$ cat config.mk
export PLATFORM = sky130hd
export DESIGN_NAME = mem_port_arbiter
export DESIGN_NICKNAME = d
export VERILOG_FILES = /design/src/rtl/mem_port_arbiter_pkg.sv /design/src/rtl/mem_arb_watchdog.sv /design/src/rtl/mem_port_arbiter.sv
export SDC_FILE = /design/constraint.sdc
export NUM_CORES = 1
export LEC_CHECK = 0
export ABC_CLOCK_PERIOD_IN_PS = 4760
export CORE_MARGIN = 2
export CORE_UTILIZATION = 44
export DETAILED_ROUTE_END_ITERATION = 10
export GPL_ROUTABILITY_DRIVEN = 1
export PLACE_DENSITY = 0.86
export REMOVE_ABC_BUFFERS = 1
export SETUP_SLACK_MARGIN = 0.2
export SLEW_MARGIN = 20
export SYNTH_ARGS = -nofsm -noshare
export SYNTH_HDL_FRONTEND = slang
export SYNTH_SLANG_ARGS = --single-unit
$ cat constraint.sdc
create_clock -name clk -period 4.76 [get_ports clk]
set_input_delay 1.428 -clock clk [delete_from_list [all_inputs] [get_ports clk]]
set_output_delay 1.428 -clock clk [all_outputs]
set_load 0.01 [all_outputs]
$ cat src/rtl/mem_port_arbiter_pkg.sv
// Shared definitions for the fetch/data memory port arbiter.
// Holds the FSM state encoding and the last-grant constants used by round-robin.
// No logic lives here; types and constants only.
package mem_port_arbiter_pkg;

  typedef enum logic [1:0] {
    IDLE     = 2'd0,
    GRANT_IF = 2'd1,
    GRANT_D  = 2'd2,
    RESP     = 2'd3
  } arb_state_t;

  // Which requester owned the most recently completed memory transaction.
  typedef enum logic {
    GNT_IF = 1'b0,
    GNT_D  = 1'b1
  } grant_t;

endpackage

$ cat src/rtl/mem_arb_watchdog.sv
// Watchdog: counts consecutive cycles mem_req is high without mem_ack.
// Latency: timeout is combinational in the MAX_WAIT-th unanswered mem_req cycle.
// Backpressure: none; the counter clears whenever mem_req drops or mem_ack arrives.
module mem_arb_watchdog #(
  parameter int MAX_WAIT = 15
) (
  input  logic clk,
  input  logic reset,
  input  logic mem_req,
  input  logic mem_ack,
  output logic timeout
);

  localparam int CNT_W = $clog2(MAX_WAIT + 1);

  logic [CNT_W-1:0] cnt;

  // Count unanswered request cycles; restart on any ack or idle cycle.
  always_ff @(posedge clk or negedge reset) begin
    if (!reset) begin
      cnt <= '0;
    end else if (mem_req && !mem_ack) begin
      cnt <= cnt + 1'b1;
    end else begin
      cnt <= '0;
    end
  end

  // cnt holds the number of earlier unanswered cycles, so fire on MAX_WAIT-1.
  assign timeout = mem_req && !mem_ack && (cnt == CNT_W'(MAX_WAIT - 1));

endmodule

$ cat src/rtl/mem_port_arbiter.sv
// Round-robin arbiter sharing one memory port between instruction fetch and data access.
// Latency: 2 cycles minimum (grant edge, ack edge), ready pulses in the RESP cycle.
// Backpressure: holds mem_* until mem_ack; stall holds the core. Optional MEM_ARB_TIMEOUT_EN watchdog.
module mem_port_arbiter
  import mem_port_arbiter_pkg::*;
#(
  parameter int ADDR_W   = 32,
  parameter int DATA_W   = 32,
  parameter int MAX_WAIT = 15
) (
  input  logic              clk,
  input  logic              reset,
  input  logic              if_req,
  input  logic [ADDR_W-1:0] if_addr,
  output logic              if_ready,
  output logic [DATA_W-1:0] if_rdata,
  input  logic              d_req,
  input  logic              d_we,
  input  logic [ADDR_W-1:0] d_addr,
  input  logic [DATA_W-1:0] d_wdata,
  output logic              d_ready,
  output logic [DATA_W-1:0] d_rdata,
  output logic              mem_req,
  output logic              mem_we,
  output logic [ADDR_W-1:0] mem_addr,
  output logic [DATA_W-1:0] mem_wdata,
  input  logic              mem_ack,
  input  logic [DATA_W-1:0] mem_rdata,
  output logic              stall,
  output logic              err
);

  arb_state_t state;
  grant_t     last_grant;
  logic       timeout;
  logic       done;

`ifdef MEM_ARB_TIMEOUT_EN
  mem_arb_watchdog #(
    .MAX_WAIT(MAX_WAIT)
  ) u_watchdog (
    .clk    (clk),
    .reset  (reset),
    .mem_req(mem_req),
    .mem_ack(mem_ack),
    .timeout(timeout)
  );

  // Sticky error: set by any watchdog expiry, cleared only by reset.
  always_ff @(posedge clk or negedge reset) begin
    if (!reset) begin
      err <= 1'b0;
    end else if (timeout) begin
      err <= 1'b1;
    end
  end
`else
  assign timeout = 1'b0;
  assign err     = 1'b0;
`endif

  // A grant finishes on a real ack or, with the watchdog, on expiry (ack has priority).
  assign done = mem_ack || timeout;

  // Arbitration FSM with registered memory-side and requester-side outputs.
  always_ff @(posedge clk or negedge reset) begin
    if (!reset) begin
      state      <= IDLE;
      last_grant <= GNT_D;
      mem_req    <= 1'b0;
      mem_we     <= 1'b0;
      mem_addr   <= '0;
      mem_wdata  <= '0;
      if_ready   <= 1'b0;
      d_ready    <= 1'b0;
      if_rdata   <= '0;
      d_rdata    <= '0;
    end else begin
      if_ready <= 1'b0;
      d_ready  <= 1'b0;
      case (state)
        IDLE: begin
          // Fetch wins when alone, or on a tie when data went last.
          if (if_req && (!d_req || last_grant == GNT_D)) begin
            state     <= GRANT_IF;
            mem_req   <= 1'b1;
            mem_we    <= 1'b0;
            mem_addr  <= if_addr;
            mem_wdata <= '0;
          end else if (d_req) begin
            state     <= GRANT_D;
            mem_req   <= 1'b1;
            mem_we    <= d_we;
            mem_addr  <= d_addr;
            mem_wdata <= d_wdata;
          end
        end
        GRANT_IF: begin
          if (done) begin
            state      <= RESP;
            mem_req    <= 1'b0;
            last_grant <= GNT_IF;
            if_ready   <= 1'b1;
            if_rdata   <= mem_ack ? mem_rdata : '1;
          end
        end
        GRANT_D: begin
          if (done) begin
            state      <= RESP;
            mem_req    <= 1'b0;
            last_grant <= GNT_D;
            d_ready    <= 1'b1;
            if (!mem_ack) begin
              d_rdata <= '1;
            end else if (!mem_we) begin
              d_rdata <= mem_rdata;
            end
          end
        end
        RESP: begin
          state <= IDLE;
        end
        default: begin
          state <= IDLE;
        end
      endcase
    end
  end

  assign stall = (if_req & ~if_ready) | (d_req & ~d_ready);

endmodule

== Yosys cells after proc, flatten, opt, wreduce, memory -nomap -nowiden ==
Cells that the tools add are included.
Widths: inputs -> output; s select.
Cells by class
  reductions and logical operators: 14
  divide/modulo/power cells: 0
  $add $sub $neg: 0
  mux-type cells: 19
  $mul: 0
  bitwise operators: 6
  shift-type cells: 0
  order comparisons: 0
  equal/unequal tests: 7
Operator list (count)
  $mux 32: 4
  $mux 1: 9
  $reduce_and 3->1: 3
  $mux 2: 3
  $pmux 2 s3: 1
  $reduce_and 2->1: 3
  $reduce_bool 2->1: 3
  $eq 2x2->1 const B: 2
  $ne 2x2->1 const B: 2
  $pmux 1 s2: 2
  $ne 3x3->1 const B: 1
  $not 1->1: 3
  $and 1x1->1: 2
  $eq 2x1->1 const B: 1
  $logic_not 2->1: 1
  $ne 2x1->1 const B: 1
  $reduce_or 2->1: 1
  $logic_and 1x1->1: 1
  $logic_not 1->1: 1
  $logic_or 1x1->1: 1
  $or 1x1->1: 1
Storage, ports and cells
  output and inout port bits: 134
  bits in registers: 135
  memories: 0
  bits in latches: 0
  bits in writable memories: 0
  bits in read-only memories: 0

== Longest topological paths before layout ==
  depth after elaboration: 5
  mapped depth: 7
  gate-level depth less buffers: 5

== Worst setup path before layout ==
Ideal clock, no wire load.
  path type: input to output
  start point: input port if_req
  end point: output port stall
  stages: 3
  slack: 1.425 ns
  arrival: 1.907 ns
  data required time: 3.332 ns
  cells stage by stage: inv_1 -> clkbuf_1 -> o22ai_1
Between the ends
  word-level cells in the longest chain between the ends: 2
Ends and longest elaborated chain
  start: declaration: line mem_port_arbiter.sv:13  | input logic if_req,
  $and 1x1->1: line mem_port_arbiter.sv:130  | assign stall = (if_req & ~if_ready) | (d_req & ~d_ready);
  $or 1x1->1: line mem_port_arbiter.sv:130
  end: declaration: line mem_port_arbiter.sv:29  | output logic stall,
Every way passes these cells.

== Final worst setup path ==
Same ends and word-level chain as after synthesis.

==> flow_summary.json <==
{
  "grt_pass1_wl_um": 25300,
  "register_area_sq_um": 3380,
  "fin_crit_ps": 4250,
  "dp_hpwl_um": 11800,
  "avgSynthCellArea_sq_um": 12.8,
  "finClkSkew_ps": 6.66,
  "p_comb_share_pct": 45.3,
  "drc": 0,
  "timing.hold.ws_ps": 466,
  "cts.repair.resized": 0,
  "clock_path_buffers": 2,
  "startpoint_type": "input port",
  "cts.sinks": 135,
  "rsz0062_at_grt": "no",
  "finalPower_mw": 6.04,
  "hold_class": "flop to flop",
  "fp.dieH_um": 116,
  "clk_pin_slew_ps": 60,
  "die_w_um": 116,
  "r2r_slack_ps": 2870,
  "p_leak_nw": 3.70,
  "finalWorstSetupSlack_ps": 509,
  "firstDrtPassIters": 4,
  "syn_to_final_growth_pct": 60.2,
  "top_layer": "met4",
  "core_sq_um": 12100,
  "synth_ff_type": "dfrtp_1",
  "relSlewSlack_pct": 43.0,
  "yosysWarnings": 0,
  "grt_usage_pct": 25.1,
  "multi_input_area_sq_um": 1900,
  "rows": 40,
  "wire_per_inst_um": 19.2,
  "fin_cells": 871,
  "min_period_over_period_pct": 89.3,
  "cts_tree": "yes",
  "drt_iter0_drc": 376,
  "wl_met2_um": 8170,
  "internal_power_mw": 4.09,
  "outcome": "finished clean",
  "dieArea_sq_um": 13400,
  "hold_viol": 0,
  "power_density_nw_per_um2": 686,
  "path_max_fanout": 4,
  "grt_pass1_vias": 4871,
  "crit_required_ps": 3330,
  "ys_types": 29,
  "pre_cts_ws_ps": 541,
  "finalMaxSlewViolations": 0,
  "routed_via_density": 5.31,
  "wl_met1_um": 6020,
  "wirelength_um": 16700,
  "netlist_area_sq_um": 5500,
  "path_class": "input port to primary output",
  "antenna_left": 0,
  "num_antenna_cells": 0,
  "maxCapViolCount": 0,
  "cp-end-kind": "primary output",
  "synth_edf_count": 0,
  "post_dp_cell_area_sq_um": 8250,
  "numCtsBuffers": 17,
  "synth-seq-area-share_pct": 61.4,
  "root_buffer": "clkbuf_16",
  "cts-hold-fix-buffers": 0,
  "fmax_ghz": 0.235,
  "dp_cells": 839,
  "irDropWorstVdd_mv": 0.511,
  "nFillCells": 818,
  "setup_violations": 0,
  "seq_power_share_pct": 34.2,
  "grt-ovfl-total": 0,
  "clk_latency_ps": 410,
  "grt_max_degree": 76,
  "finalInstanceArea_sq_um": 8810,
  "worst_pin_slew_ps": 853,
  "vias": 4623,
  "postCtsSetupBuffers": 0,
  "io_buffers": 266,
  "initial_core_util_pct": 45.4,
  "gp_congestion": 0.807,
  "cts_htree_levels": 4,
  "clkPwrFrac_pct": 20.6,
  "async_flop_share_pct": 100,
  "fin_util_pct": 72.8,
  "drive_above_1_share_pct": 15.9,
  "p_sw_share_pct": 32.3,
  "synth-seq-cells": 135,
  "switchingPower_mw": 1.95,
  "crit_arrival_ps": 2820,
  "final_nets": 830,
  "wl_met3_um": 2150,
  "setup_tns_ps": 0,
  "io_pins": 268,
  "synthCells": 430,
  "antenna_found_initial": 0
}
## worst max-delay path: stages
cell and delay, ps:
clkdlybuf4s50_1 500, inv_1 110, o22ai_1 190, clkdlybuf4s50_1 590
## cell usage after synthesis, types with 2 or more instances
cell type	number	area [sq um]
buf_4	4	30.0
o31ai_1	2	15.0
inv_1	7	26.3
a21oi_1	33	165
o21ai_1	3	15.0
ha_1	6	75.1
buf_6	4	45.0
a22o_1	33	289
mux2_2	65	732
o22ai_1	3	18.8
buf_2	18	90.1
nor2_1	33	124
o21ai_0	30	150
clkbuf_1	7	26.3
a31oi_1	32	200
dfrtp_1	134	3350
nand2_1	4	15.0
## power by group through the flow
stage | registers, mW | clock network [mW] | logic, mW
3_3_place_gp | 2.02 | 0 | 2.68
3_5_place_dp | 2.07 | 0 | 2.74
2_1_floorplan | 2.29 | 0 | 0.913
5_1_grt | 2.12 | 1.32 | 2.93
6_report | 2.06 | 1.24 | 2.74
4_1_cts | 2.06 | 1.27 | 2.77
## final cells by class
| type | instances | area share [%] |
|---|---|---|
| sequential | 135 | 38.4 |
| timing repair buffer | 275 | 31.0 |
| multi-input combinational | 254 | 21.6 |
| clock buffer | 19 | 4.91 |
| tap | 168 | 2.39 |
| clock inverter | 13 | 1.51 |
| inverter | 7 | 0.298 |
## layer usage
layer | up-vias | track usage, %
met4 | 0 | 9.44
met1 | 2259 | 26.9
met3 | 30 | 13.7
li1 | 2078 | -
met5 | - | 0
met2 | 256 | 41.9
## layout by cell type, fill, tap and decap left out, types with 2 or more instances in the layout
master           count
clkbuf_16           17
ha_1                 6
dfrtp_1            134
o31ai_1              2
bufinv_16            2
a22o_1              33
mux2_2              65
clkbuf_1             2
inv_1                7
a21oi_1             33
nand2_1              4
clkinv_2             6
nor2_1              33
o22ai_1              3
clkinv_4             4
a31oi_1             32
o21ai_0             30
buf_4                9
clkdlybuf4s50_1    265
o21ai_1              3
## worst paths after layout
kind	start	to	cells after the start
min in group asynchronous	reset	if_rdata[2]$_DFFE_PN0P_	1
min	last_grant$_DFFE_PN1P_	last_grant$_DFFE_PN1P_	2
max in group asynchronous	reset	mem_addr[21]$_DFFE_PN0P_	2
max reg2reg	state[0]$_DFFE_PN0P_	mem_wdata[18]$_DFFE_PN0P_	5
max	if_req	stall	4
min reg2reg	last_grant$_DFFE_PN1P_	last_grant$_DFFE_PN1P_	2
## flip-flops by register name (all words and copies together) (netlist names)
register	cells
mem_req	1
mem_we	1
state	2
last_grant	1
mem_addr	32
if_rdata	32
d_rdata	32
d_ready	1
if_ready	1
mem_wdata	32
## cell families (layout without fill, tap and decap cells)
kind of cell	count (synthesis)	count (layout)	synth area share, %
AO/OA/AOI/OAI	139	139	16.2
flip-flops	135	135	61.4
multiplexers	66	66	13.5
AND/OR/NAND/NOR	42	42	3.34
buffers and inverters	41	314	4.05
adder cells (fa/ha/maj)	6	6	1.36
other	1	1	0.0682
Power figures use the tool's default switching activity.
